==> src/rtl/scan_cfg_loader.sv <==
// Host-side driver for the CLB configuration scan chain: serializes CHAIN_LEN bits
// from a word stream onto a flop-driven scan_clk and gathers the old chain contents as readback words.
module scan_cfg_loader #(
    parameter int WORD_W    = 8,
    parameter int CHAIN_LEN = 29,
    parameter int DIV       = 1,
    parameter int CNT_W     = 16
) (
    input  logic              clk,
    input  logic              reset,
    input  logic              start,
    output logic              busy,
    output logic              done,
    input  logic              in_valid,
    output logic              in_ready,
    input  logic [WORD_W-1:0] in_data,
    output logic              scan_clk,
    output logic              scan_en,
    output logic              scan_in,
    input  logic              scan_out,
    output logic              rb_valid,
    output logic [WORD_W-1:0] rb_data
);
    localparam int WB_W = $clog2(WORD_W + 1);
    localparam int PH_W = (DIV > 1) ? $clog2(DIV) : 1;
    localparam logic [CNT_W-1:0] LAST_BIT  = CNT_W'(CHAIN_LEN - 1);
    localparam logic [WB_W-1:0]  LAST_WBIT = WB_W'(WORD_W - 1);
    localparam logic [PH_W-1:0]  LAST_PH   = PH_W'(DIV - 1);

    typedef enum logic [2:0] {IDLE, LOAD, LOW, HIGH, DONE} state_t;

    state_t            state;
    logic [WORD_W-1:0] shift_word;
    logic [WORD_W-1:0] rb_shift;
    logic [WB_W-1:0]   wbit;
    logic [CNT_W-1:0]  total;
    logic [PH_W-1:0]   phase;

    always_ff @(posedge clk) begin
        if (reset) begin
            state      <= IDLE;
            shift_word <= '0;
            rb_shift   <= '0;
            wbit       <= '0;
            total      <= '0;
            phase      <= '0;
            busy       <= 1'b0;
            done       <= 1'b0;
            in_ready   <= 1'b0;
            scan_clk   <= 1'b0;
            scan_en    <= 1'b0;
            scan_in    <= 1'b0;
            rb_valid   <= 1'b0;
            rb_data    <= '0;
        end else begin
            rb_valid <= 1'b0;
            case (state)
                IDLE: begin
                    if (start) begin
                        state    <= LOAD;
                        busy     <= 1'b1;
                        in_ready <= 1'b1;
                        total    <= '0;
                    end
                end
                LOAD: begin
                    // in_ready is high for the whole of LOAD, so in_valid alone completes the handshake
                    if (in_valid) begin
                        scan_in    <= in_data[0];
                        shift_word <= in_data >> 1;
                        scan_en    <= 1'b1;
                        in_ready   <= 1'b0;
                        wbit       <= '0;
                        phase      <= '0;
                        rb_shift   <= '0;
                        state      <= LOW;
                    end
                end
                LOW: begin
                    if (phase == LAST_PH) begin
                        // scan_out still shows the pre-edge chain content here
                        for (int i = 0; i < WORD_W; i++)
                            if (wbit == WB_W'(i)) rb_shift[i] <= scan_out;
                        scan_clk <= 1'b1;
                        phase    <= '0;
                        state    <= HIGH;
                    end else begin
                        phase <= phase + PH_W'(1);
                    end
                end
                HIGH: begin
                    if (phase == LAST_PH) begin
                        scan_clk <= 1'b0;
                        phase    <= '0;
                        total    <= total + CNT_W'(1);
                        wbit     <= wbit + WB_W'(1);
                        if (total == LAST_BIT) begin
                            state    <= DONE;
                            done     <= 1'b1;
                            scan_en  <= 1'b0;
                            scan_in  <= 1'b0;
                            rb_valid <= 1'b1;
                            rb_data  <= rb_shift;
                        end else if (wbit == LAST_WBIT) begin
                            state    <= LOAD;
                            in_ready <= 1'b1;
                            rb_valid <= 1'b1;
                            rb_data  <= rb_shift;
                        end else begin
                            state      <= LOW;
                            scan_in    <= shift_word[0];
                            shift_word <= shift_word >> 1;
                        end
                    end else begin
                        phase <= phase + PH_W'(1);
                    end
                end
                DONE: begin
                    done  <= 1'b0;
                    busy  <= 1'b0;
                    total <= '0;
                    state <= IDLE;
                end
                default: state <= IDLE;
            endcase
        end
    end
endmodule

==> config.mk <==
export PLATFORM = sky130hd
export DESIGN_NAME = scan_cfg_loader
export DESIGN_NICKNAME = d
export VERILOG_FILES = /design/src/rtl/scan_cfg_loader.sv
export SDC_FILE = /design/constraint.sdc
export NUM_CORES = 1
export LEC_CHECK = 0
export CAP_MARGIN = 0
export CELL_PAD_IN_SITES_DETAIL_PLACEMENT = 0
export CELL_PAD_IN_SITES_GLOBAL_PLACEMENT = 2
export CORE_UTILIZATION = 35
export CTS_BUF_LIST = sky130_fd_sc_hd__clkbuf_8
export DETAILED_ROUTE_END_ITERATION = 10
export PLACE_DENSITY_LB_ADDON = 0.1
export SYNTH_ARGS = -nofsm -noshare
export SYNTH_HDL_FRONTEND = slang
export SYNTH_SLANG_ARGS = --single-unit
==> constraint.sdc <==
create_clock -name clk -period 2.6 [get_ports clk]
set_input_delay 0.65 -clock clk [delete_from_list [all_inputs] [get_ports clk]]
set_output_delay 0.65 -clock clk [all_outputs]
set_load 0.02 [all_outputs]
==> flow_metrics.py <==
metrics = {
    "sta": {
        "max_freq_mhz": 407,
        "tightest_slew_ns": 0.658,
        "finClkSkew_ns": 0.00725,
        "setup_viol": 0,
        "hold_viol_final": 0,
        "rsz0062_at_grt": "false",
        "finalCritPeriodShare_pct": 94.6,
        "period_minus_slack_ns": 2.46,
        "slew_violations": 0,
        "fin_ws_ns": 0.141,
        "finalSetupTns_ns": 0,
        "slew_headroom_pct": 56.1,
    },
    "synthesis": {
        "ys_ff_latch": 53,
        "synth.distinct_cells": 49,
        "async_reset_ff_share_pct": 0,
        "syn_inst": 317,
        "ys_seq_area_share_pct": 39.9,
        "synthFlopType": "dfxtp_1",
        "synth_edf_count": 0,
        "yosys_warnings": 0,
        "syn_nets": 336,
        "synthesis.area_um2": 2660,
        "syn_avg_cell_area_um2": 8.40,
    },
    "global_routing": {
        "grtUsageMet2_pct": 24.5,
        "busiest_layer": "met1",
        "use_met3_pct": 3.05,
        "grt_max_degree": 25,
        "grt_pass1_wl_mm": 10.2,
        "antenna_found_initial": 0,
        "grt_overflow": 0,
        "grt_pass1_vias": 2061,
        "use_met1_pct": 24.7,
        "grtUsageTotal_pct": 16.6,
    },
    "critical_path": {
        "crit_end": "shift_word[0]",
        "r2r_end": "shift_word[0]",
        "crit_path_end_kind": "register",
        "worstPathRequired_ns": 2.80,
        "critPathLaunchType": "register",
        "rr_worst_depth": 6,
        "cp_max_fo": 7,
        "crit_start": "total[0]",
        "reg2reg_from": "total[0]",
        "path_class": "reg -> reg",
        "rrSetupSlack_ns": 0.14,
        "worstPathArrival_ns": 2.66,
    },
    "outcome": {
        "outcome": "complete, no violations",
    },
    "placement": {
        "dp_slack_ns": 0.133,
        "place_hpwl_mm": 4.20,
        "dp.cells": 435,
        "placed_cell_area_um2": 3080,
        "io_buffers": 27,
        "place.gp.congestion": 0.732,
    },
    "worst_hold_path": {
        "min_from": "rb_data[2]",
        "hold_class": "reg -> reg",
    },
    "final_layout": {
        "synthToLayoutAreaGrowth_pct": 19.7,
        "fin_util_pct": 43.7,
        "stdcell_area_um2": 3180,
        "final_cell_mix": "nand2_1, dfxtp_1, a21oi_1, clkdlybuf4s50_1, mux2i_1",
        "insertedDiodeCount": 0,
        "instances_no_fill": 442,
        "nets": 362,
        "layout_commonest_cell": "nand2_1",
        "drive_gt1_share_pct": 10.5,
    },
    "die": {
        "dieArea_um2": 7960,
        "start_util_pct": 36.5,
        "die_h_um": 89.2,
        "die_w_um": 89.2,
        "rows": 31,
        "ioPinCount": 28,
        "fp.coreArea_um2": 7290,
    },
    "cts": {
        "post_cts_buffers": 0,
        "htree_num_levels": 2,
        "cts_num_sinks": 53,
        "clk_pin_slew_ns": 0.10,
        "cts_tree": "built",
        "insertion_delay_ns": 0.30,
        "cts_buffer_depth": 2,
        "hold_buffers": 0,
        "root_buffer": "clkbuf_8",
        "cts_buffers": 5,
        "postCtsResizedCells": 0,
    },
    "power": {
        "vdd_drop_max_v": 0.000272,
        "leakage_nw": 1.11,
        "power.density_nw_per_um2": 520,
    },
    "drt": {
        "drt-total-wl_mm": 6.04,
        "antenna_left": 0,
        "drtIter0Drc": 91,
        "drc": 0,
        "wl_per_cell_um": 13.7,
        "route.vias.total": 2210,
        "dr.pass1.iters": 4,
        "viasPerCell": 5.00,
    },
    "run": {
        "drv_cap": 0,
    },
}
-- per-layer routing --
layer  up-vias  share of wire, %
li1       1162                 -
met3         4               2.7
met5         -                 0
met4         0              0.85
met1      1009                54
met2        35                43
-- synthesized netlist by cell type (2+ instances only) --
library cell | number | area share, %
and3_1 | 3 | 0.71
nand3_1 | 9 | 1.7
nor2b_1 | 9 | 2.1
dfxtp_1 | 53 | 40
or2_2 | 4 | 0.94
or3b_2 | 2 | 0.66
or3_1 | 2 | 0.47
clkbuf_1 | 16 | 2.3
o21ai_0 | 12 | 2.3
o31ai_1 | 2 | 0.56
mux2_4 | 6 | 3.4
ha_1 | 6 | 2.8
nand4bb_1 | 2 | 0.85
nand4_1 | 3 | 0.71
a21oi_1 | 37 | 7.0
or4_1 | 3 | 0.85
inv_1 | 8 | 1.1
a22oi_1 | 2 | 0.56
mux2i_1 | 18 | 6.8
nand2_1 | 61 | 8.6
nor4_1 | 9 | 2.1
nor3_1 | 3 | 0.56
nor3b_1 | 2 | 0.56
nand2b_1 | 11 | 2.6
nor2_1 | 10 | 1.4
-- critical path, stage by stage (launching register included) --
cell	delay [ns]
dfxtp_1	0.36
inv_1	0.07
ha_1	0.13
or3b_2	0.45
or4_1	0.66
o21ai_4	0.37
mux2_4	0.34
-- layout make-up --
cell class | count | area [um2]
multi-input cells | 238 | 1500
clock inverters | 2 | 35.0
fillers | 755 | 4110
clock buffers | 5 | 68.8
inverters | 8 | 30.0
flip-flops and latches | 53 | 1060
repair buffers | 37 | 370
well taps | 99 | 124
-- worst min path at each step --
stage	depth (start not counted)	endpoint	slack, ns
2_1_floorplan	2	rb_data[0]	0.43
3_3_place_gp	2	rb_data[6]	0.44
3_5_place_dp	2	rb_data[2]	0.45
4_1_cts	2	rb_data[2]	0.46
5_1_grt	2	rb_data[4]	0.49
6_report	2	rb_data[2]	0.46
-- metrics by stage --
step	hold slack [ns]	total power [W]
after floorplan	0.435	0.00103
after global placement	0.443	0.00113
after detailed placement	0.449	0.00112
after CTS	0.463	0.00168
after global routing	0.486	0.00175
final	0.459	0.00165
-- cell families (layout without fill, tap and decap cells) --
group / count (synthesis) / count (layout) / share of synthesized area [%]
fa+ha+maj: 6 / 6 / 2.82
buf+inv: 26 / 52 / 3.95
flops: 53 / 53 / 39.9
compound gates: 62 / 62 / 13.9
xor+xnor: 1 / 1 / 0.329
mux: 25 / 25 / 10.6
simple gates: 144 / 144 / 28.6
-- where the power goes --
group	total [W]	internal (W)	switching [W]	leakage, nW
clock	0.000548	0.000280	0.000268	0.0540
combinational	0.000247	0.000118	0.000130	0.628
sequential	0.000859	0.000836	0.0000235	0.429
-- registers in the layout, indices dropped and copies added (netlist names) --
name and flops:
busy 1, rb_valid 1, wbit 4, scan_clk 1, scan_in 1, total 16
scan_en 1, in_ready 1, state 3, rb_shift 8, done 1, shift_word 7
rb_data 8
Power figures use the tool's default switching activity.
